[config.mk]
export PLATFORM = sky130hd
export DESIGN_NAME = agu_issue_ctrl
export DESIGN_NICKNAME = d
export VERILOG_FILES = /design/src/rtl/agu_pkg.sv /design/src/rtl/agu_issue_ctrl_sb_credit_cnt.sv /design/src/rtl/agu_issue_ctrl.sv
export SDC_FILE = /design/constraint.sdc
export NUM_CORES = 1
export LEC_CHECK = 0
export ABC_AREA = 1
export CAP_MARGIN = 20
export CORE_AREA = 2 2 90 92
export DETAILED_ROUTE_END_ITERATION = 10
export DIE_AREA = 0 0 92 94
export GPL_ROUTABILITY_DRIVEN = 0
export PLACE_DENSITY = 0.64
export SYNTH_ARGS = -nofsm -noshare
export SYNTH_HDL_FRONTEND = slang
export SYNTH_SLANG_ARGS = --single-unit
[constraint.sdc]
create_clock -name clk -period 4.95 [get_ports clk]
set_input_delay 0.7425 -clock clk [delete_from_list [all_inputs] [get_ports clk]]
set_output_delay 0.7425 -clock clk [all_outputs]
set_load 0.01 [all_outputs]
[src/rtl/agu_pkg.sv]
// Shared definitions for the AGU issue controller: memory op encodings,
// op-class helpers and the serialisation FSM state type.
package agu_pkg;

  localparam logic [3:0] LD_B   = 4'd0;
  localparam logic [3:0] LD_H   = 4'd1;
  localparam logic [3:0] LD_W   = 4'd2;
  localparam logic [3:0] LD_BU  = 4'd3;
  localparam logic [3:0] LD_HU  = 4'd4;
  localparam logic [3:0] ST_B   = 4'd5;
  localparam logic [3:0] ST_H   = 4'd6;
  localparam logic [3:0] ST_W   = 4'd7;
  localparam logic [3:0] LL     = 4'd8;
  localparam logic [3:0] SC     = 4'd9;
  localparam logic [3:0] PRELD  = 4'd10;
  localparam logic [3:0] CACOP  = 4'd11;
  localparam logic [3:0] INVTLB = 4'd12;
  localparam logic [3:0] DBAR   = 4'd13;

  typedef enum logic [1:0] {
    IDLE        = 2'd0,
    WAIT_CACOP  = 2'd1,
    WAIT_INVTLB = 2'd2,
    WAIT_BAR    = 2'd3
  } agu_state_t;

  // SC allocates a store-buffer entry just like a plain store.
  function automatic logic is_store(input logic [3:0] op);
    return (op == ST_B) || (op == ST_H) || (op == ST_W) || (op == SC);
  endfunction

  function automatic logic is_serial(input logic [3:0] op);
    return (op == CACOP) || (op == INVTLB) || (op == DBAR);
  endfunction

endpackage

[src/rtl/agu_issue_ctrl_sb_credit_cnt.sv]
// Store-buffer credit counter: down on a granted store, up on an entry release,
// saturating at DEPTH. The empty flag is registered from the next count.
module sb_credit_cnt #(
  parameter int DEPTH = 8,
  parameter int CW    = $clog2(DEPTH + 1)
) (
  input  logic clk,
  input  logic rst_n,
  input  logic inc,
  input  logic dec,
  output logic full,
  output logic empty
);

  logic [CW-1:0] count;
  logic [CW-1:0] count_nxt;

  assign full = (count == CW'(DEPTH));

  always_comb begin
    count_nxt = count;
    if (dec && !inc && (count != '0)) begin
      count_nxt = count - CW'(1);
    end else if (inc && !dec && !full) begin
      count_nxt = count + CW'(1);
    end
  end

  always_ff @(posedge clk or negedge rst_n) begin
    if (!rst_n) begin
      count <= CW'(DEPTH);
      empty <= 1'b0;
    end else begin
      count <= count_nxt;
      empty <= (count_nxt == '0);
    end
  end

  // A release with every credit already home means the store buffer lost track.
  a_release_at_full: assert property (@(posedge clk) disable iff (!rst_n) !(inc && !dec && full));

endmodule

[src/rtl/agu_issue_ctrl.sv]
// AGU issue controller: grants the selected memory op into a one-entry AGU stage,
// tracks store-buffer credits and serialises CACOP/INVTLB/DBAR.
module agu_issue_ctrl
  import agu_pkg::*;
#(
  parameter int SB_DEPTH = 8,
  parameter int ROB_ID_W = 6
) (
  input  logic                clk,
  input  logic                rst_n,
  input  logic                flush,
  input  logic                sel_vld,
  input  logic [3:0]          sel_op,
  input  logic [16:0]         sel_imm,
  input  logic                sel_dest_en,
  input  logic [6:0]          sel_dest,
  input  logic [6:0]          sel_source1,
  input  logic [6:0]          sel_source2,
  input  logic [ROB_ID_W-1:0] sel_ROB_ID,
  output logic                sel_grant,
  input  logic [ROB_ID_W-1:0] rob_head_ID,
  input  logic                sb_release,
  input  logic                serial_done,
  input  logic                lsu_stall,
  output logic                agu_vld,
  output logic [3:0]          agu_op,
  output logic [16:0]         agu_imm,
  output logic                agu_dest_en,
  output logic [6:0]          agu_dest,
  output logic [6:0]          agu_source1,
  output logic [6:0]          agu_source2,
  output logic [ROB_ID_W-1:0] agu_ROB_ID,
  output logic                CACOP_already,
  output logic                INVTLB_already,
  output logic                store_buffer_full,
  output logic                AGU_busy
);

  agu_state_t state;
  agu_state_t state_nxt;
  logic       credits_full;
  logic       class_ok;
  logic       grant_store;

  sb_credit_cnt #(.DEPTH(SB_DEPTH)) u_credit (
    .clk   (clk),
    .rst_n (rst_n),
    .inc   (sb_release),
    .dec   (grant_store),
    .full  (credits_full),
    .empty (store_buffer_full)
  );

  assign AGU_busy = (agu_vld & lsu_stall) | (state != IDLE);

  // Serial ops need a quiet machine: oldest in ROB, store buffer drained, AGU empty.
  always_comb begin
    class_ok = 1'b1;
    if (is_store(sel_op)) begin
      class_ok = !store_buffer_full;
    end else if (is_serial(sel_op)) begin
      class_ok = (sel_ROB_ID == rob_head_ID) && credits_full && !agu_vld;
    end
  end

  assign sel_grant   = sel_vld & ~flush & ~AGU_busy & class_ok;
  assign grant_store = sel_grant & is_store(sel_op);

  always_comb begin
    state_nxt = state;
    case (state)
      IDLE: begin
        if (sel_grant) begin
          if (sel_op == CACOP)       state_nxt = WAIT_CACOP;
          else if (sel_op == INVTLB) state_nxt = WAIT_INVTLB;
          else if (sel_op == DBAR)   state_nxt = WAIT_BAR;
        end
      end
      WAIT_CACOP, WAIT_INVTLB, WAIT_BAR: begin
        if (serial_done) state_nxt = IDLE;
      end
      default: state_nxt = IDLE;
    endcase
  end

  always_ff @(posedge clk or negedge rst_n) begin
    if (!rst_n) begin
      state          <= IDLE;
      CACOP_already  <= 1'b0;
      INVTLB_already <= 1'b0;
    end else begin
      state          <= state_nxt;
      CACOP_already  <= (state_nxt == WAIT_CACOP);
      INVTLB_already <= (state_nxt == WAIT_INVTLB);
    end
  end

  always_ff @(posedge clk or negedge rst_n) begin
    if (!rst_n) begin
      agu_vld     <= 1'b0;
      agu_op      <= '0;
      agu_imm     <= '0;
      agu_dest_en <= 1'b0;
      agu_dest    <= '0;
      agu_source1 <= '0;
      agu_source2 <= '0;
      agu_ROB_ID  <= '0;
    end else if (flush) begin
      agu_vld <= 1'b0;
    end else if (sel_grant) begin
      agu_vld     <= 1'b1;
      agu_op      <= sel_op;
      agu_imm     <= sel_imm;
      agu_dest_en <= sel_dest_en;
      agu_dest    <= sel_dest;
      agu_source1 <= sel_source1;
      agu_source2 <= sel_source2;
      agu_ROB_ID  <= sel_ROB_ID;
    end else if (!(agu_vld && lsu_stall)) begin
      agu_vld <= 1'b0;
    end
  end

endmodule
==> impl_metrics.toml <==
[status]
status = "finished clean"

[clocking]
cts_resized = 0
clk_path_buf_depth = 2
clk_pin_slew_ps = 60
cts_tree = "built"
numCtsBuffers = 9
insertion_delay_ps = 330
cts_hold_buf = 0
cts_setup_buffers = 0
cts.htree.levels = 3
cts-root-buf = "clkbuf_8"
cts_num_sinks = 59

[yosys]
syn_inst = 325
synth_largest_area_cell = "dfrtp_1"
ys_ff_latch = 59
synth_area_per_cell_sq_um = 7.98
synth.top_cell.area_share_pct = 55.9
ys_seq_area_share_pct = 56.9
netlist_area_sq_mm = 0.00259
yosysWarnings = 0
syn_nets = 389
netlist-cell-type-count = 21
synthTopCellsByArea = "dfrtp_1 56%, nand2_1 25%, inv_1 4.6%, nand3_1 1.9%, o21ai_0 1.9%"

[timing]
hold_viol = 0
worst_pin_slew_ps = 906
rsz0062_at_grt = "false"
slew-limit-headroom_pct = 39.5
layout_min_cycle_time_ps = 3140
finalSetupViolCount = 0
skew_ps = 6.30
timing.final.ws_setup_ps = 1810
finalSetupTns_ps = 0
fin_hold_ws_ps = 321
max_freq_mhz = 318
fin_crit_sh_pct = 63.5
drv_slew = 0

[detailed_routing]
remaining_drc_errors = 0
drtAntennaViolNets = 0
wire_per_inst_microns = 11.8
viasPerCell = 4.31
vias = 2375
routed_wl_microns = 6510
dr.pass1.iters = 6
drt_iter0_drc = 62

[global_route]
grt_max_degree = 61
antenna_found_initial = 0
gr-usage-all-layers_pct = 15.0
grt-ovfl-total = 0
grt_pass1_vias = 2245
grt_pass1_wl_microns = 10200

[final_layout]
final_common_cell = "nand2_1"
syn2layout_area_growth_pct = 55.1
utilization_pct = 52.9
layout-drive-gt1-share_pct = 4.90
nets = 508
mostFrequentLayoutCells = "173 x nand2_1, 115 x clkdlybuf4s50_1, 58 x dfrtp_1"
antenna-diode-count = 0
final_area_sq_mm = 0.00402

[worst_setup_path]
startpoint_type = "primary input"
cp_max_fo = 2
r2r_slack_ps = 2140
cp.required_ps = 4210
crit_path_end_kind = "output port"
r2r_start = "u_credit.count[0]"
critical_path_class = "primary input to output port"
rr_endpoint = "INVTLB_already"
worstRegToRegCells = 13
crit_arrival_ps = 2400

[die]
ios = 117
die_y_microns = 94
initial_core_util_pct = 34.1
die_w_microns = 92
row_count = 32
die_area_sq_mm = 0.00865
core-area_sq_mm = 0.00761

[power]
cellPowerDensity_mw_per_mm2 = 427
peakVddDrop_mv = 0.169
p_leak_uw = 0.00204

[placement]
postPlaceCellArea_sq_mm = 0.00385
portBuffers = 116
dp_slack_ps = 1630
dp.final_hpwl_microns = 4750

[min_path]
hp-class = "primary input to async pin"

[run]
max_cap_violations = 0
-- cells by family after synthesis --
| family | Yosys count | share of synthesized area [%] |
|---|---|---|
| simple gates | 200 | 30.7 |
| xor+xnor | 3 | 1.01 |
| fa+ha+maj | 2 | 0.964 |
| flops | 59 | 56.9 |
| buf+inv | 45 | 6.70 |
| compound gates | 16 | 3.66 |
-- cell usage after synthesis --
library cell	number
nor3_1	1
o22ai_1	1
a21oi_1	2
nand4_4	1
dfrtp_1	58
nand3_1	10
nor2_1	9
nand4_1	5
o211ai_1	1
dfstp_2	1
buf_2	4
and3_1	1
inv_1	32
o21ai_1	1
a21oi_4	1
clkbuf_1	6
xor2_1	3
ha_1	2
inv_2	3
o21ai_0	10
nand2_1	173
-- through the flow --
step | instances | power (uW)
6_report | 551 | 1720
5_1_grt | 551 | 1840
4_1_cts | 551 | 1740
3_5_place_dp | 535 | 1350
3_3_place_gp | 535 | 1340
2_1_floorplan | 325 | 981
-- report_power, final --
group	internal, uW	leakage (uW)	total, uW	switching, uW
Sequential	622	0.000736	702	80.4
Combinational	342	0.00121	633	291
Clock	208	0.0000905	383	175
Total	1170	0.00204	1720	547
-- how the worst max path moves through the flow --
| stage | start | endpoint | depth (start not counted) |
|---|---|---|---|
| final | sel_ROB_ID[1] | sel_grant | 8 |
| after global routing | sel_ROB_ID[1] | sel_grant | 8 |
| after CTS | rob_head_ID[1] | sel_grant | 10 |
| after detailed placement | sel_ROB_ID[1] | INVTLB_already | 12 |
| after global placement | sel_ROB_ID[1] | INVTLB_already | 12 |
| after floorplan | lsu_stall | sel_grant | 6 |
-- critical path, cell delays in order --
cell and delay (ps):
clkdlybuf4s50_1 480, inv_1 50, a21oi_1 130, nand2_1 70
nor2_1 80, nand2_1 110, a21oi_4 140, clkdlybuf4s50_1 600
-- per-layer routing --
| layer | vias up | share of wire (%) | GRT usage, % |
|---|---|---|---|
| met2 | 83 | 47 | 25.1 |
| li1 | 1222 | - | - |
| met1 | 1063 | 45 | 18.6 |
| met4 | 0 | 1.1 | 5.60 |
| met3 | 7 | 7.1 | 4.25 |
| met5 | - | 0 | 0 |
-- area by class of cell --
type                            count  area [sq um]
Fill cell                         733          3580
Sequential cell                    59          1480
Timing Repair Buffer              118          1170
Multi-Input combinational cell    221           943
Clock buffer                       14           163
Inverter                           35           131
Tap cell                          102           128
Clock inverter                      2          10.0
-- flip-flops by register name, summed over array words and instances (netlist names) --
| name | flops |
|---|---|
| state | 2 |
| agu_dest_en | 1 |
| agu_op | 4 |
| agu_vld | 1 |
| agu_source1 | 7 |
| agu_dest | 7 |
| u_credit.count | 4 |
| agu_ROB_ID | 6 |
| u_credit.empty | 1 |
| agu_imm | 17 |
| CACOP_already | 1 |
| INVTLB_already | 1 |
| agu_source2 | 7 |
Power figures use the tool's default switching activity.
